[src/rtl/mem_arbiter.sv]
// rtl/mem_arbiter.sv - two-port (CPU read/write, video read-only) memory arbiter; optional MEM_ARB_ROUND_ROBIN_EN
module mem_arbiter (
    input  logic        clk,
    input  logic        reset,
    input  logic        cpu_req,
    input  logic        cpu_we,
    input  logic [15:0] cpu_addr,
    input  logic [15:0] cpu_wdata,
    output logic        cpu_ack,
    output logic [15:0] cpu_rdata,
    input  logic        vid_req,
    input  logic [15:0] vid_addr,
    output logic        vid_ack,
    output logic [15:0] vid_rdata,
    output logic [15:0] mem_addr,
    output logic        mem_we,
    output logic [15:0] mem_wdata,
    input  logic [15:0] mem_rdata,
    output logic        busy
);

    // IDLE picks a winner, ACCESS presents the request, RESP collects data and acks.
    typedef enum logic [1:0] {
        IDLE   = 2'd0,
        ACCESS = 2'd1,
        RESP   = 2'd2
    } state_t;

    state_t      state;
    state_t      state_next;

    // Grantee (1 = video) and direction of the access in flight.
    logic        grant_vid;
    logic        grant_vid_next;
    logic        access_we;
    logic        access_we_next;

    logic [15:0] mem_addr_next;
    logic        mem_we_next;
    logic [15:0] mem_wdata_next;
    logic        cpu_ack_next;
    logic        vid_ack_next;
    logic [15:0] cpu_rdata_next;
    logic [15:0] vid_rdata_next;

    // A requester whose ack is high this cycle has just been served and sits out one arbitration.
    logic        cpu_elig;
    logic        vid_elig;
    logic        pick_vid;

    assign cpu_elig = cpu_req & ~cpu_ack;
    assign vid_elig = vid_req & ~vid_ack;

`ifdef MEM_ARB_ROUND_ROBIN_EN
    // last_vid = 1 means video was granted most recently; on a tie the other side wins.
    logic        last_vid;
    logic        last_vid_next;

    assign pick_vid = vid_elig & (~cpu_elig | ~last_vid);
`else
    // Fixed priority: video only wins when the CPU is not eligible.
    assign pick_vid = vid_elig & ~cpu_elig;
`endif

    assign busy = (state != IDLE);

    // Next-state and next-output decode; memory strobes default to 0 outside the ACCESS cycle.
    always_comb begin
        state_next     = state;
        grant_vid_next = grant_vid;
        access_we_next = access_we;
        mem_addr_next  = 16'h0000;
        mem_we_next    = 1'b0;
        mem_wdata_next = 16'h0000;
        cpu_ack_next   = 1'b0;
        vid_ack_next   = 1'b0;
        cpu_rdata_next = cpu_rdata;
        vid_rdata_next = vid_rdata;
`ifdef MEM_ARB_ROUND_ROBIN_EN
        last_vid_next  = last_vid;
`endif
        case (state)
            IDLE: begin
                if (cpu_elig || vid_elig) begin
                    state_next     = ACCESS;
                    grant_vid_next = pick_vid;
                    access_we_next = cpu_we & ~pick_vid;
                    mem_addr_next  = pick_vid ? vid_addr : cpu_addr;
                    mem_we_next    = cpu_we & ~pick_vid;
                    mem_wdata_next = cpu_wdata;
`ifdef MEM_ARB_ROUND_ROBIN_EN
                    last_vid_next  = pick_vid;
`endif
                end
            end
            ACCESS: begin
                state_next = RESP;
            end
            RESP: begin
                state_next = IDLE;
                if (grant_vid) begin
                    vid_ack_next   = 1'b1;
                    vid_rdata_next = mem_rdata;
                end else begin
                    cpu_ack_next = 1'b1;
                    if (!access_we) begin
                        cpu_rdata_next = mem_rdata;
                    end
                end
            end
            default: begin
                state_next = IDLE;
            end
        endcase
    end

    // State and registered outputs; reset aborts any access in flight without an ack.
    always_ff @(posedge clk or posedge reset) begin
        if (reset) begin
            state     <= IDLE;
            grant_vid <= 1'b0;
            access_we <= 1'b0;
            mem_addr  <= 16'h0000;
            mem_we    <= 1'b0;
            mem_wdata <= 16'h0000;
            cpu_ack   <= 1'b0;
            vid_ack   <= 1'b0;
            cpu_rdata <= 16'h0000;
            vid_rdata <= 16'h0000;
`ifdef MEM_ARB_ROUND_ROBIN_EN
            last_vid  <= 1'b1;
`endif
        end else begin
            state     <= state_next;
            grant_vid <= grant_vid_next;
            access_we <= access_we_next;
            mem_addr  <= mem_addr_next;
            mem_we    <= mem_we_next;
            mem_wdata <= mem_wdata_next;
            cpu_ack   <= cpu_ack_next;
            vid_ack   <= vid_ack_next;
            cpu_rdata <= cpu_rdata_next;
            vid_rdata <= vid_rdata_next;
`ifdef MEM_ARB_ROUND_ROBIN_EN
            last_vid  <= last_vid_next;
`endif
        end
    end

endmodule

[config.mk]
export PLATFORM = sky130hd
export DESIGN_NAME = mem_arbiter
export DESIGN_NICKNAME = d
export VERILOG_FILES = /design/src/rtl/mem_arbiter.sv
export SDC_FILE = /design/constraint.sdc
export NUM_CORES = 1
export LEC_CHECK = 0
export BUFFER_PORTS_ARGS = -buffer_cell sky130_fd_sc_hd__buf_2
export CAP_MARGIN = 10
export CORE_UTILIZATION = 48
export DETAILED_ROUTE_END_ITERATION = 16
export PLACE_DENSITY = 0.87
export SETUP_SLACK_MARGIN = 0.4
export SYNTH_ARGS = -nofsm -noshare
export SYNTH_HDL_FRONTEND = slang
export SYNTH_SLANG_ARGS = --single-unit
[constraint.sdc]
create_clock -name clk -period 4.82 [get_ports clk]
set_clock_uncertainty 0.2 [all_clocks]
set_input_delay 0.482 -clock clk [delete_from_list [all_inputs] [get_ports clk]]
set_output_delay 0.482 -clock clk [all_outputs]
set_load 0.05 [all_outputs]
==> flow_metrics.env <==
export IMPL_setup_tns_ps=0
export IMPL_cp_max_fo=20
export IMPL_syn_nets=232
export IMPL_hold_path_class="in -> reg"
export IMPL_area_growth_pct=33.2
export IMPL_regArea_um2=1780
export IMPL_r2r_setup_slack_ps=2560
export IMPL_drv_slew=0
export IMPL_die_x_um=76.5
export IMPL_r2r_end="mem_addr[14]"
export IMPL_fill_cells=392
export IMPL_relSlewSlack_pct=44.8
export IMPL_routedWlPerCell_um=14.1
export IMPL_crit_arrival_ps=2270
export IMPL_antenna_found_initial=0
export IMPL_tritoncts="done"
export IMPL_yosysMostFrequentCell="dfrtp_1"
export IMPL_drt_drc_violations_left=0
export IMPL_numCtsBuffers=9
export IMPL_crit_path_end_kind="flip-flop"
export IMPL_syn_inst=163
export IMPL_startpoint="cpu_ack"
export IMPL_grt_pass1_vias=1880
export IMPL_cp_required_ps=4830
export IMPL_dp_hpwl_um=3690
export IMPL_setup_viol=0
export IMPL_synth_common_cells="71 x dfrtp_1, 22 x mux2_2, 16 x and2_1, 16 x o221a_2, 10 x mux2_4"
export IMPL_ys_async_sr_fraction_pct=100
export IMPL_clockBufferDepth=2
export IMPL_outcome="completed"
export IMPL_startpoint_type="flip-flop"
export IMPL_htree_levels=3
export IMPL_worst_pin_slew_ps=828
export IMPL_ios=137
export IMPL_seq_area_frac_synth_pct=66.7
export IMPL_clk_latency_ps=320
export IMPL_drive_above_1_share_pct=66.2
export IMPL_multiInputGateArea_um2=787
export IMPL_synth_top_area_share_pct=66.7
export IMPL_num_vias=1847
export IMPL_fmax_ghz=0.442
export IMPL_ys_warn_count=0
export IMPL_diodes=0
export IMPL_finalHoldViolCount=0
export IMPL_rr_worst_depth=3
export IMPL_clock_sinks=71
export IMPL_synth_edf_count=0
export IMPL_grt_max_degree=70
export IMPL_overflow=0
export IMPL_rsz0062_at_grt="no"
export IMPL_synth_area_top_cells="dfrtp_1 67%, mux2_2 9.3%, o221a_2 6.8%"
export IMPL_place_congestion=0.697
export IMPL_grt_pass1_wl_um=8400
export IMPL_core_area_um2=5240
export IMPL_r2r_start="cpu_ack"
export IMPL_ys_types=21
export IMPL_dieArea_um2=5850
export IMPL_io_buffers=136
export IMPL_core_rowCount=26
export IMPL_drt_initial_drc_count=62
export IMPL_synth_ff_type="dfrtp_1"
export IMPL_syn_area_um2=2660
export IMPL_ant_nets=0
export IMPL_wirelength_um=5280
export IMPL_post_synth_cell_area_avg_um2=16.3
export IMPL_crit_end="mem_addr[14]"
export IMPL_firstDrtPassIters=4
export IMPL_start_util_pct=50.9
export IMPL_routed_via_density=4.93
export IMPL_crit_type="reg -> reg"
export IMPL_cts_root_buf="clkbuf_8"
export IMPL_post_cts_setup_buffers=0
export IMPL_grt_usage_pct=18.8
export IMPL_path_clk_slew_ps=70
export IMPL_finalCritPeriodShare_pct=46.9
export IMPL_synth_top_cell_by_area="dfrtp_1"
export IMPL_max_cap_violations=0
export IMPL_fp_dieH_um=76.5
export IMPL_synth_seq_cells=71
export IMPL_min_period_ps=2260
export IMPL_final_nets=371
==> critical path: stages, from the launching register on <==
cell and delay, ps:
dfrtp_1 350, nand2b_1 640, nand2b_1 560, o221a_2 400
==> worst min-delay path by stage <==
stage,from,endpoint,slack [ps],cells after the start
floorplan,state[0],cpu_ack,290,1
global placement,reset,mem_wdata[9],130,2
detailed placement,reset,mem_wdata[9],140,2
CTS,cpu_wdata[8],mem_wdata[8],140,2
global route,cpu_wdata[13],mem_wdata[13],150,2
finish,cpu_wdata[14],mem_wdata[14],160,2
==> sequential cells by signal, indices dropped and copies added, names as in the netlist <==
name and flops:
state 2, mem_addr 16, access_we 1, mem_we 1
mem_wdata 16, cpu_ack 1, grant_vid 1, cpu_rdata 16
vid_rdata 16, vid_ack 1
==> per-layer routing <==
| layer | wire length (µm) | share of wire [%] | GRT usage [%] | vias up |
|---|---|---|---|---|
| met3 | 365 | 6.9 | 5.39 | 13 |
| li1 | - | - | - | 843 |
| met2 | 2580 | 49 | 30.5 | 97 |
| met4 | 115 | 2.2 | 10.6 | 0 |
| met5 | 0 | 0 | 0 | - |
| met1 | 2220 | 42 | 22.3 | 894 |
==> cells by family after synthesis <==
family                 after synthesis  synth area share (%)
AO/OA/AOI/OAI                       19                  7.94
buffers and inverters               15                  3.76
flip-flops                          71                  66.7
multiplexers                        32                  14.9
AND/OR/NAND/NOR                     26                  6.67
==> metrics by stage <==
stage / hold WS (ps) / instance area, µm² / util (%) / worst slack (ps) / instances
3_5_place_dp: 136 / 3360 / 64.1 / 2360 / 360
2_1_floorplan: 287 / 2660 / - / 2340 / 163
4_1_cts: 142 / 3550 / 67.7 / 2540 / 375
5_1_grt: 151 / 3550 / 67.7 / 2390 / 375
3_3_place_gp: 133 / 3360 / 64.1 / 2460 / 360
6_report: 161 / 3550 / 67.7 / 2560 / 375
==> final cells by class <==
class | count | area share (%)
multi-input combinational | 77 | 22.2
tap | 70 | 2.47
clock buffer | 13 | 4.20
inverter | 5 | 0.529
sequential | 71 | 50.1
timing repair buffer | 138 | 19.7
clock inverter | 1 | 0.847
==> what timing repair did <==
action	CTS	global route
hold buffers	1	0
endpoints found under the hold margin	2	0
gates resized for setup	0	0
==> layout by cell type (no fill, tap or decap), drive strengths merged <==
| master | instances |
|---|---|
| buf | 137 |
| dfrtp | 71 |
| mux2 | 32 |
| and2 | 17 |
| o221a | 16 |
| clkbuf | 13 |
| inv | 5 |
| nand2b | 3 |
| nor2 | 2 |
| o22ai | 2 |
| nand3b | 1 |
| nor3b | 1 |
| a21boi | 1 |
| nand2 | 1 |
| and2b | 1 |
| bufinv | 1 |
| dlygate4sd3 | 1 |
Power is not shown: default switching activity piles up to over one toggle a cycle in this logic, so the estimate is an artifact.
